$ cat src/rtl/hazard_pkg.sv
// Purpose: shared constants and helpers for the branch hazard scoreboard.
// Latency: n/a (declarations only).
// Backpressure: n/a.
package hazard_pkg;

  // ID comparator source selects: 0 = regfile, k = pipeline register after stage k.
  localparam int FWD_REGFILE = 0;
  localparam int FWD_EXMEM   = 1;
  localparam int FWD_MEMWB   = 2;

  // Remaining latency a consumer can absorb. A branch compares in ID and
  // needs the value now; other consumers pick operands up later in EX.
  function automatic int consumerThreshold(input logic isBranch, input int exSlack);
    return isBranch ? 0 : exSlack;
  endfunction

endpackage

$ cat src/rtl/hazard_sb_entry.sv
// Purpose: per-register scoreboard entry tracking remaining latency and pipeline age.
// Latency: state updates on the rising clk edge; outputs are the registered state.
// Backpressure: none; decrement and aging run every cycle regardless of stall.
// Ports: clk, rst_n; issueHit/issueLoad = a writer of this register issues (load or ALU);
//        flush = kill the instruction in EX; cnt = remaining latency; age = 1..DEPTH+1.
module hazard_sb_entry
  import hazard_pkg::*;
#(
  parameter int CW       = 2,
  parameter int AW       = 3,
  parameter int DEPTH    = 3,
  parameter int ALU_LAT  = 1,
  parameter int LOAD_LAT = 2
) (
  input  logic          clk,
  input  logic          rst_n,
  input  logic          issueHit,
  input  logic          issueLoad,
  input  logic          flush,
  output logic [CW-1:0] cnt,
  output logic [AW-1:0] age
);

  localparam logic [CW-1:0] ALU_CNT  = CW'(ALU_LAT);
  localparam logic [CW-1:0] LOAD_CNT = CW'(LOAD_LAT);
  localparam logic [AW-1:0] AGE_EX   = AW'(1);
  localparam logic [AW-1:0] AGE_IDLE = AW'(DEPTH + 1);

  always_ff @(posedge clk or negedge rst_n) begin
    if (!rst_n) begin
      cnt <= '0;
      age <= AGE_IDLE;
    end else if (issueHit) begin
      // A new writer replaces any older in-flight one, and beats a same-edge flush.
      cnt <= issueLoad ? LOAD_CNT : ALU_CNT;
      age <= AGE_EX;
    end else if (flush && age == AGE_EX) begin
      // Writer was in EX and is being killed: the register falls back to the regfile.
      cnt <= '0;
      age <= AGE_IDLE;
    end else begin
      if (cnt != '0)
        cnt <= cnt - CW'(1);
      if (age != AGE_IDLE)
        age <= age + AW'(1);
    end
  end

endmodule

$ cat src/rtl/branch_hazard_scoreboard.sv
// Purpose: ID-stage hazard unit: stall, branch forwarding selects, stall counter from a per-register scoreboard.
// Latency: stall/stall_br/fwd_sel_* combinational same cycle; scoreboard and counter update on rising clk.
// Backpressure: stall holds IF/ID and forces a bubble; it never depends on issue_valid.
// Ports: issue_* = instruction leaving ID; flush_ex kills EX; id_* = instruction in ID;
//        stall/stall_br, fwd_sel_rs/rt (0 regfile, k = after stage k), stall_count (saturating).
module branch_hazard_scoreboard
  import hazard_pkg::*;
#(
  parameter int NREG     = 32,
  parameter int RW       = 5,
  parameter int ALU_LAT  = 1,
  parameter int LOAD_LAT = 2,
  parameter int EX_SLACK = 1,
  parameter int DEPTH    = 3,
  parameter int CNT_W    = 32,
  localparam int FW      = (DEPTH > 1) ? $clog2(DEPTH) : 1
) (
  input  logic             clk,
  input  logic             rst_n,
  input  logic             issue_valid,
  input  logic             issue_regwrite,
  input  logic             issue_memread,
  input  logic [RW-1:0]    issue_wreg,
  input  logic             flush_ex,
  input  logic             id_valid,
  input  logic             id_branch,
  input  logic             id_use_rs,
  input  logic             id_use_rt,
  input  logic [RW-1:0]    id_rs,
  input  logic [RW-1:0]    id_rt,
  output logic             stall,
  output logic             stall_br,
  output logic [FW-1:0]    fwd_sel_rs,
  output logic [FW-1:0]    fwd_sel_rt,
  output logic [CNT_W-1:0] stall_count
);

  localparam int CW = (LOAD_LAT > 0) ? $clog2(LOAD_LAT + 1) : 1;
  localparam int AW = $clog2(DEPTH + 2);
  localparam logic [AW-1:0] AGE_IDLE = AW'(DEPTH + 1);

  logic [NREG-1:0][CW-1:0] cntArr;
  logic [NREG-1:0][AW-1:0] ageArr;
  logic                    issueEn;

  assign issueEn = issue_valid & issue_regwrite;

  // r0 is hardwired: always ready and reads the regfile.
  assign cntArr[0] = '0;
  assign ageArr[0] = AGE_IDLE;

  for (genvar r = 1; r < NREG; r++) begin : gEntry
    hazard_sb_entry #(
      .CW      (CW),
      .AW      (AW),
      .DEPTH   (DEPTH),
      .ALU_LAT (ALU_LAT),
      .LOAD_LAT(LOAD_LAT)
    ) uEntry (
      .clk      (clk),
      .rst_n    (rst_n),
      .issueHit (issueEn && (issue_wreg == RW'(r))),
      .issueLoad(issue_memread),
      .flush    (flush_ex),
      .cnt      (cntArr[r]),
      .age      (ageArr[r])
    );
  end

  // A value is forwardable once its latency has elapsed and it still sits in a
  // pipeline register; after that the write-before-read regfile supplies it.
  function automatic logic [FW-1:0] fwdOf(input logic [RW-1:0] r,
                                          input logic [CW-1:0] c,
                                          input logic [AW-1:0] a);
    if (r != '0 && c == '0 && a >= AW'(2) && a <= AW'(DEPTH))
      return FW'(a - AW'(1));
    return FW'(FWD_REGFILE);
  endfunction

  logic [CW-1:0] cntRs, cntRt;
  logic [AW-1:0] ageRs, ageRt;
  logic          hazRs, hazRt;
  int            thr;

  always_comb begin
    cntRs = cntArr[id_rs];
    cntRt = cntArr[id_rt];
    ageRs = ageArr[id_rs];
    ageRt = ageArr[id_rt];
    thr   = consumerThreshold(id_branch, EX_SLACK);
    hazRs = id_valid && id_use_rs && (id_rs != '0) && (int'(cntRs) > thr);
    hazRt = id_valid && id_use_rt && (id_rt != '0) && (int'(cntRt) > thr);
  end

  assign stall      = hazRs | hazRt;
  assign stall_br   = stall & id_branch;
  assign fwd_sel_rs = fwdOf(id_rs, cntRs, ageRs);
  assign fwd_sel_rt = fwdOf(id_rt, cntRt, ageRt);

  always_ff @(posedge clk or negedge rst_n) begin
    if (!rst_n)
      stall_count <= '0;
    else if (stall && stall_count != '1)
      stall_count <= stall_count + CNT_W'(1);
  end

endmodule

$ cat config.mk
export PLATFORM = sky130hd
export DESIGN_NAME = branch_hazard_scoreboard
export DESIGN_NICKNAME = d
export VERILOG_FILES = /design/src/rtl/hazard_pkg.sv /design/src/rtl/hazard_sb_entry.sv /design/src/rtl/branch_hazard_scoreboard.sv
export SDC_FILE = /design/constraint.sdc
export NUM_CORES = 1
export LEC_CHECK = 0
export ABC_AREA = 1
export BUFFER_PORTS_ARGS = -buffer_cell sky130_fd_sc_hd__buf_2
export CAP_MARGIN = 20
export CORE_MARGIN = 2
export CORE_UTILIZATION = 60
export DETAILED_ROUTE_END_ITERATION = 8
export PLACE_DENSITY = 0.77
export REMOVE_ABC_BUFFERS = 1
export SLEW_MARGIN = 20
export SYNTH_ARGS = -nofsm -noshare
export SYNTH_HDL_FRONTEND = slang
export SYNTH_SLANG_ARGS = --single-unit
$ cat constraint.sdc
create_clock -name clk -period 4.04 [get_ports clk]
set_clock_uncertainty 0.05 [all_clocks]
set_input_delay 0.808 -clock clk [delete_from_list [all_inputs] [get_ports clk]]
set_output_delay 0.808 -clock clk [all_outputs]
set_load 0.01 [all_outputs]
# [Word-level counts from Yosys, hierarchy flattened]
# Cells that the tools add are included.
[word_totals] ramBits=0 rom_bits=0 inputBits=25 wordCells=607 out_inout_bits=38 latch_bits=0 ff_bits=187 memories=0
[op_classes] multipliers=0 div_mod_pow=0 addsub=65 magnitude_cmp=8 n_shift=0 n_bitwise=3 reduce_logical=172 muxes=202 n_eq_ne=94
[ops] operator="two-way mux 3 bit" count=95
[ops] operator="two-way mux 2 bit" count=100
[ops] operator="nonzero test 3 bit" count=62
[ops] operator="adder 3 x 1 -> 3 bit (second input constant)" count=31
[ops] operator="== test 3 x 1 -> 1 bit (second input constant)" count=31
[ops] operator="inequality test 3 bit (second input constant)" count=31
[ops] operator="== test 5 bit (second input constant)" count=16
[ops] operator="logical AND 1 bit" count=75
[ops] operator="subtractor 2 x 1 -> 2 bit (second input constant)" count=33
[ops] operator="nonzero test 2 bit" count=31
[ops] operator="== test 5 x 4 -> 1 bit (second input constant)" count=8
[ops] operator="adder 32 x 1 -> 32 bit (second input constant)" count=1
[ops] operator="inequality test 32 bit (second input constant)" count=1
[ops] operator="binary-select mux 3 bit (select 5 bit)" count=2
[ops] operator="binary-select mux 2 bit (select 5 bit)" count=2
[ops] operator="== test 5 x 3 -> 1 bit (second input constant)" count=4
[ops] operator="< comparator 5 x 6 -> 1 bit (second input constant)" count=2
[ops] operator="== test 5 x 2 -> 1 bit (second input constant)" count=2
[ops] operator="nonzero test 5 bit" count=2
[ops] operator="greater-or-equal comparator 3 x 2 -> 1 bit (second input constant)" count=2
[ops] operator="<= comparator 3 x 2 -> 1 bit (second input constant)" count=2
[ops] operator="== test 5 x 1 -> 1 bit (second input constant)" count=1
[ops] operator="> comparator 2 x 1 -> 1 bit" count=2
[ops] operator="logical NOT 2 bit" count=2
[ops] operator="3 further kinds" count=6

# [Longest topological paths before layout]
# Gate-level depths: netlist of the first run.
[logic_depth] word_depth=8 depth_mapped=23 depth_no_buf=20

# [Cells and area by module]
# Synthesis of the first run repeated with hierarchy kept, for this count alone.
[hier_totals] cells_unflattened=2530 area_unflattened_um2=16559.6
[by_module_without_submodules] mod="hazard_sb_entry" area_per_inst_um2=344.1 instances=31 seq_area_each_um2=126.4 cells_each=46
[by_module_without_submodules] mod="branch_hazard_scoreboard" area_per_inst_um2=5893.2 instances=1 seq_area_each_um2=800.8 cells_each=1104

# [Least setup slack after synthesis of the first run]
# Ideal clock, no wire load.
[synth_path] kind="input port to output port" start="in id_rt[0]" end="out stall" slack_ns=0.286 t_required_ns=3.182 arrival_ns=2.896 stages=18 path_buffers=5 cell_sequence="buf_4 -> buf_6 -> buf_4 -> buf_2 -> nor2_1 -> a21oi_1 -> o21ai_0 -> nor2_1 -> nand2_1 -> nand3_1 -> nand2_1 -> inv_1 -> ha_1 -> or2_2 -> nand2_1 -> nand2_1 -> nand2_2 -> buf_2"
[synth_via] elab_chain_cells=5 word_cells_on_any_way=7 classes_between="1 x order compare; 2 x mux; 1 x bitwise; 3 x reduce/logical"
[synth_rtl] element="start, declared" line="branch_hazard_scoreboard.sv:30" source="input logic [RW-1:0] id_rt,"
[synth_rtl] element="binary-select mux 2 bit (select 5 bit)" line="branch_hazard_scoreboard.sv:87" source="cntRt = cntArr[id_rt];"
[synth_rtl] element="two-way mux 2 bit (implied by the code)" line="branch_hazard_scoreboard.sv:87"
[synth_rtl] element="> comparator 2 x 1 -> 1 bit" line="branch_hazard_scoreboard.sv:92" source="hazRt = id_valid && id_use_rt && (id_rt != '0) && (int'(cntRt) > thr);"
[synth_rtl] element="logical AND 1 bit *" line="branch_hazard_scoreboard.sv:92"
[synth_rtl] element="bitwise OR 1 bit *" line="branch_hazard_scoreboard.sv:95" source="assign stall = hazRs | hazRt;"
[synth_rtl] element="end, declared" line="branch_hazard_scoreboard.sv:31" source="output logic stall,"
# Mark *: on every way between the ends. The rest lies on a longest branch, timed or not. The select of a mux whose other input is x is not followed.

# [Worst setup path after layout of the first run]
[layout_path] start="in id_rt[0]" end="out fwd_sel_rt[0]"
[layout_via] elab_chain_cells=8 word_cells_on_any_way=15 classes_between="1 x add/sub; 2 x order compare; 7 x mux; 5 x reduce/logical"
[layout_rtl] element="branches (longest 7 deep; another with greater-or-equal comparator 3 x 2 -> 1 bit)"
[layout_rtl] element="two-way mux 2 bit *" line="branch_hazard_scoreboard.sv:77" source="return FW'(FWD_REGFILE);"
[layout_rtl] element="end, declared" line="branch_hazard_scoreboard.sv:34" source="output logic [FW-1:0] fwd_sel_rt,"
# Every way passes the cells marked *. The select of a mux whose other input is x is not followed.

==> results of run 1 <==
power groups by stage:
| stage | logic, mW | clock network [mW] | registers (mW) |
|---|---|---|---|
| floorplan | 4.03 | 0 | 3.44 |
| global placement | 5.04 | 0 | 3.75 |
| detailed placement | 5.33 | 0 | 3.76 |
| CTS | 5.35 | 1.74 | 3.74 |
| global route | 6.27 | 1.81 | 3.86 |
| finish | 5.41 | 1.72 | 3.76 |
layer usage:
layer,track usage,vias up,part of all wire
met3,0.0573,159,0.079
met1,0.475,7004,0.42
met4,0.164,0,0.051
met2,0.596,686,0.45
met5,0,-,0
li1,-,7108,-
logic make-up after synthesis:
family / Yosys count / share of synthesized area
adders and majority gates: 131 / 0.111
xor gates and xnor gates: 61 / 0.0360
and+or+nand+nor: 941 / 0.274
buffers and inverters: 388 / 0.105
DFF: 187 / 0.318
AOI/OAI and AO/OA: 393 / 0.157
flip-flops by register name, indices dropped and copies added (netlist names):
register           count
gEntry.uEntry.age     93
gEntry.uEntry.cnt     62
stall_count           32
cell type report:
type,count,area [sq um],share of cell area
repair inverters,1,7.51,0.000461
inverters,313,1180,0.0724
repair buffers,114,826,0.0507
multi-input cells,1526,8570,0.526
clock buffers,22,484,0.0297
well taps,324,405,0.0249
clock inverters,10,93.8,0.00576
flip-flops and latches,187,4720,0.290
critical path, delay by kind of cell:
kind | cells | cell delay [ns]
buffers and inverters | 7 | 0.98
AND/OR/NAND/NOR | 8 | 0.84
AO/OA/AOI/OAI | 2 | 0.20
adder cells (fa/ha/maj) | 1 | 0.19
cell usage in the layout, fill, tap and decap left out, drive strengths merged:
master    count
o21ai       159
dfstp        31
o211ai       67
ha          131
nand3       267
nand2       447
nand4        24
clkinv        2
nor4          9
clkinvlp      3
nor4b         1
o221ai        7
xor2         32
a22oi         1
or3           4
a31oi        34
clkbuf       24
o31ai        33
a211oi        5
or2           2
o41ai         1
nor3         21
dfrtp       156
o311ai        2
a21oi        79
buf         112
xnor2        29
nand3b        7
o21a          2
nor2        159
inv         319
a2111oi       1
o22ai         1
o22a          1
final timing paths:
check	endpoint	slack, ns
max in group asynchronous	gEntry[30].uEntry.age[2]$_DFFE_PN1P_	2.64
min in group clk	stall_count[31]$_DFFE_PN0P_	0.46
setup reg to reg	stall_count[13]$_DFFE_PN0P_	0.98
hold reg to reg	stall_count[31]$_DFFE_PN0P_	0.46
setup / recovery	fwd_sel_rt[0]	0.13
hold / removal	gEntry[9].uEntry.age[0]$_DFFE_PN0P_	0.36
per-stage QoR:
step                       util  instance area (sq um)
after floorplan               -                  14500
after global placement    0.642                  15600
after detailed placement  0.642                  15600
after CTS                 0.666                  16200
after global routing      0.670                  16300
final                     0.670                  16300
what timing repair did:
| item | 4_1_cts | 5_1_grt |
|---|---|---|
| resized for setup | 0 | 11 |
| setup buffers | 0 | 2 |
| endpoints found under the setup margin | 0 | 3 |
==> out/results.ini, run 1 <==
[outcome]
status=complete, no violations

[critical_path]
timing.rr.start=gEntry[29].uEntry.cnt[0]$_DFFE_PN0P_
cp.arrival_ns=3.05
max_stage_delay_ns=0.27
startpoint_type=primary input
reg2regPathDepth=16
crit_chain=buf_6 -> buf_4 -> buf_4 -> a21oi_1 -> o21ai_0 -> nand3_1 -> nand2_1 -> nand3_1 -> nand2_1 -> inv_1 -> ha_1 -> inv_1 -> nand3_1 -> nand2_1 -> inv_1 -> nand3_1 -> nor2_1 -> buf_2
path_common_cell=nand3_1
cp_max_fo=21
startpoint=id_rt[0]
cp-end-kind=output port
cp_data_required_time_ns=3.18
critPathSlowestCell=buf_4
crit_type=in -> out

[routing]
first_pass_iters=6
drt_iter0_markers=1642
drc_errors=0
routedWlPerCell_microns=18.8
via_count=15000
drt-total-wl_mm=46.9
ant_nets=0
avgViaCountPerCell=5.99

[yosys]
synth.most_common_cell=nand2_1
synth_seq_cells=187
netlist_top_cells_area=dfrtp_1 (26%), nand2_1 (11%), ha_1 (11%), nand3_1 (8.9%), inv_1 (7.8%)
yosys.area.top_type_share=0.263
syn_inst=2101
avgSynthCellArea_sq_um=7.06
synth_cell_types=41
synth_area_sq_mm=0.0148
synth_common_cells=nand2_1 (444), inv_1 (309), nand3_1 (265), o21ai_0 (159), nor2_1 (157)
ys_warn_count=0
synth_edf_count=0
synth_ff_type=dfrtp_1
synth_async_sr_flop_share=1.00
yosysSeqAreaShare=0.318
synth_top_cell_by_area=dfrtp_1

[floorplanning]
dieArea_sq_mm=0.0260
core-area_sq_mm=0.0243
rows=57
die_w_microns=161
initial_core_util=0.610
ioPinCount=63
die_y_microns=161

[timing]
tns_ns=0
clock.fmax_ghz=0.256
whs_ns=0.361
slew_viol_final=0
hold_violations=0
rsz0062_at_grt=false
setup_viol_count_final=0
tightest_slew_ns=0.790
finalCriticalPeriod_ns=3.91
layout_setup_ws_ns=0.134
finalCritPeriodShare=0.967
relSlewSlack=0.472

[final_layout]
final_nets=2316
num_antenna_cells=0
drive_gt1_frac=0.0907
layout.cells.non_filler=2497
fillers=2167
areaGrowthSynthToFinish_pct=9.81

[power]
powerDensity_mw_per_mm2=669
p_int_mw=5.89
power.share.clock=0.158
sw_frac_of_total=0.459
p_switching_mw=5.00
power.leakage_nw=8.19
peakVddDrop_mv=0.425
power_mw=10.9
seq_power_share=0.345
p_comb_frac=0.496

[clocking]
cts_sinks=187
root_buffer=clkbuf_16
cts-hold-fix-buffers=0
clock_latency_ns=0.44
cts_tree=yes
ctsLongestPathBuffers=2
cts_max_level=4
numCtsBuffers=17
path_clk_slew_ns=0.08

[global_routing]
overflow=0
grt_pass1_wl_mm=74.8
antenna_found_initial=0
grt_max_degree=90
grt_pass1_vias=14400
grtUsageTotal=0.363

[place]
hpwl_mm=35.3
io_buffer_count=62
dp.cells=2461
place.gp.congestion=0.986
pre_cts_ws_ns=0.0373

[run]
cap_viol_max_count=0

[hold_path]
hp-class=in -> async

Note: power is estimated with default switching activity, not from simulation.
==> run 2: changes to the inputs <==
==> constraint.sdc (replaced) <==
create_clock -name clk -period 3.9 [get_ports clk]
set_clock_uncertainty 0.05 [all_clocks]
set_input_delay 0.78 -clock clk [delete_from_list [all_inputs] [get_ports clk]]
set_output_delay 0.78 -clock clk [all_outputs]
set_load 0.01 [all_outputs]
==> run 2 against run 1 <==
Compared with the run above:
- global-route usage rose by 0.45 points
- cell count barely moved
- cell area rose by 0.51%
- setup slack got worse by 0.032 ns
- sequential power rose by 4%
- via count rose by 0.84%
- register-to-register slack got worse by 0.25 ns
- largest cell class unchanged
==> out/results.ini, run 2 (same netlist as run 1, synthesis figures left out) <==
[outcome]
status=complete, no violations

[final_layout]
top_register=gEntry.uEntry.age
final_common_cell=nand2_1
final_nets=2318  ; +0.086%
stdcell_area_sq_mm=0.0164  ; +0.51%
final_cell_mix=nand2_1 (443), inv_1 (308), nand3_1 (265), o21ai_0 (159), dfrtp_1 (156)
drive_gt1_frac=0.0915  ; +0.000836
largest_register_ffs=93  ; unchanged
areaGrowthSynthToFinish_pct=10.4
fillers=2158  ; -0.42%
num_antenna_cells=0  ; unchanged
layout.cells.non_filler=2499  ; +0.080%
reg.largest.list=gEntry.uEntry.age: 93 flops, gEntry.uEntry.cnt: 62 flops, stall_count: 32 flops

[clocking]
cts_sinks=187  ; unchanged
clock_latency_ns=0.46  ; +0.02 ns
cts_max_level=4  ; unchanged
numCtsBuffers=17  ; unchanged
ctsLongestPathBuffers=2  ; unchanged
root_buffer=clkbuf_16
cts_tree=yes
path_clk_slew_ns=0.08  ; about the same

[global_routing]
grt_pass1_wl_mm=75.6  ; +1.1%
grt_max_degree=67  ; -26%
grt_pass1_vias=14400  ; -0.084%
grtUsageTotal=0.367  ; +0.00454
overflow=0  ; unchanged
antenna_found_initial=0  ; unchanged

[timing]
finalCriticalPeriod_ns=3.80
clock.fmax_ghz=0.263
slew_viol_final=0  ; unchanged
hold_violations=0  ; unchanged
setup_viol_count_final=0  ; unchanged
finalCritPeriodShare=0.974
relSlewSlack=0.528  ; +0.0560
tightest_slew_ns=0.706  ; -0.0839 ns

[critical_path]
cp-end-kind=output port
cp_data_required_time_ns=3.07  ; -0.11 ns
cp_max_fo=27  ; +29%
startpoint_type=primary input
timing.rr.start=gEntry[29].uEntry.cnt[0]$_DFFE_PN0P_
cp.arrival_ns=2.97  ; -0.08 ns
crit_type=in -> out
startpoint=id_rt[0]

[place]
io_buffer_count=62  ; unchanged
dpl-instance-area_sq_mm=0.0157  ; +0.29%
place.gp.congestion=1.05  ; +6.7%
hpwl_mm=35.7  ; +1.1%
dp.cells=2462  ; +0.041%

[power]
power.leakage_nw=8.22  ; +0.36%
powerDensity_mw_per_mm2=697  ; +4.2%
peakVddDrop_mv=0.429  ; +1.1%

[routing]
routedWlPerCell_microns=19.0  ; +1.2%
drt_iter0_markers=1591  ; -3.1%
drt-total-wl_mm=47.5  ; +1.3%
via_count=15100  ; +0.84%
drc_errors=0  ; unchanged
avgViaCountPerCell=6.04  ; +0.76%
first_pass_iters=7  ; +1
ant_nets=0  ; unchanged

[floorplanning]
die_y_microns=161  ; unchanged
dieArea_sq_mm=0.0260  ; unchanged
rows=57  ; unchanged
die_w_microns=161  ; unchanged
ioPinCount=63  ; unchanged
core-area_sq_mm=0.0243  ; unchanged
initial_core_util=0.610  ; unchanged

[run]
cap_viol_max_count=0  ; unchanged

[hold_path]
hp-class=in -> async

==> run 2: cell count changes in the layout (fill, tap and decap cells not counted), moves of 2 or more <==
cell      change
clkbuf_8      -2
nor2_2        +2
a21oi_2       -2
buf_12        +3
nor2_1        -2
inv_2         -2
clkinv_4      -2
a21oi_1       +2
buf_4         -3
==> run 2: worst max-delay path, stage by stage <==
cell and delay [ns]:
buf_6 0.14, buf_12 0.17, buf_8 0.17, o21ai_0 0.37
nand2_1 0.09, nand3_1 0.10, nand2_1 0.07, nand2_1 0.12
inv_1 0.07, nand2_1 0.11, ha_1 0.17, inv_1 0.04
nand3_1 0.07, nand2_1 0.05, inv_1 0.04, nand3_1 0.07
nor2_1 0.16, buf_2 0.16
==> run 2: metrics by stage <==
| stage | power, mW | setup TNS [ns] | hold WS [ns] | utilization | setup slack, ns |
|---|---|---|---|---|---|
| floorplan | 7.73 | 0 | 0.416 | - | 0.339 |
| global route | 12.4 | -0.0215 | 0.308 | 0.673 | -0.0215 |
| CTS | 11.3 | 0 | 0.284 | 0.668 | 0.0738 |
| global placement | 9.12 | 0 | 0.434 | 0.644 | 0.0265 |
| finish | 11.4 | 0 | 0.274 | 0.673 | 0.102 |
| detailed placement | 9.46 | 0 | 0.444 | 0.644 | 0.0300 |
==> run 2: layer usage <==
layer | global-route usage | wire (microns)
met1 | 0.478 | 19800
met2 | 0.603 | 21900
met3 | 0.0519 | 3400
met4 | 0.182 | 2460
met5 | 0 | 0
==> run 2: area by class of cell <==
cell class	instances	area (sq um)	share of cell area
multi-input cells	1526	8570	0.524
inverters	313	1180	0.0722
flip-flops and latches	187	4720	0.288
clock buffers	21	460	0.0281
clock inverters	11	123	0.00749
repair inverters	1	7.51	0.000459
repair buffers	116	900	0.0550
well taps	324	405	0.0248
==> run 2: repair_timing <==
item,in CTS,in global routing
hold buffers,0,0
resized for setup,1,14
setup buffers,0,2
setup endpoints to repair,1,5
cloned,0,3
endpoints found under the hold margin,0,0
==> run 2: path summary, 6_finish.rpt <==
path,endpoint,slack (ns),depth (start not counted)
worst max-delay path,fwd_sel_rt[1],0.10,18
worst min-delay path,gEntry[14].uEntry.cnt[1]$_DFFE_PN0P_,0.27,1
worst max register to register,stall_count[5]$_DFFE_PN0P_,0.73,16
worst min register to register,stall_count[31]$_DFFE_PN0P_,0.46,2
max in group asynchronous,gEntry[24].uEntry.age[2]$_DFFE_PN1P_,2.67,2
min in group clk,stall_count[31]$_DFFE_PN0P_,0.46,2
==> run 2: power by group <==
part	switching [mW]	total (mW)	internal (mW)
clock	0.881	1.82	0.941
combinational	3.40	5.66	2.26
sequential	0.968	3.92	2.95
total	5.25	11.4	6.15
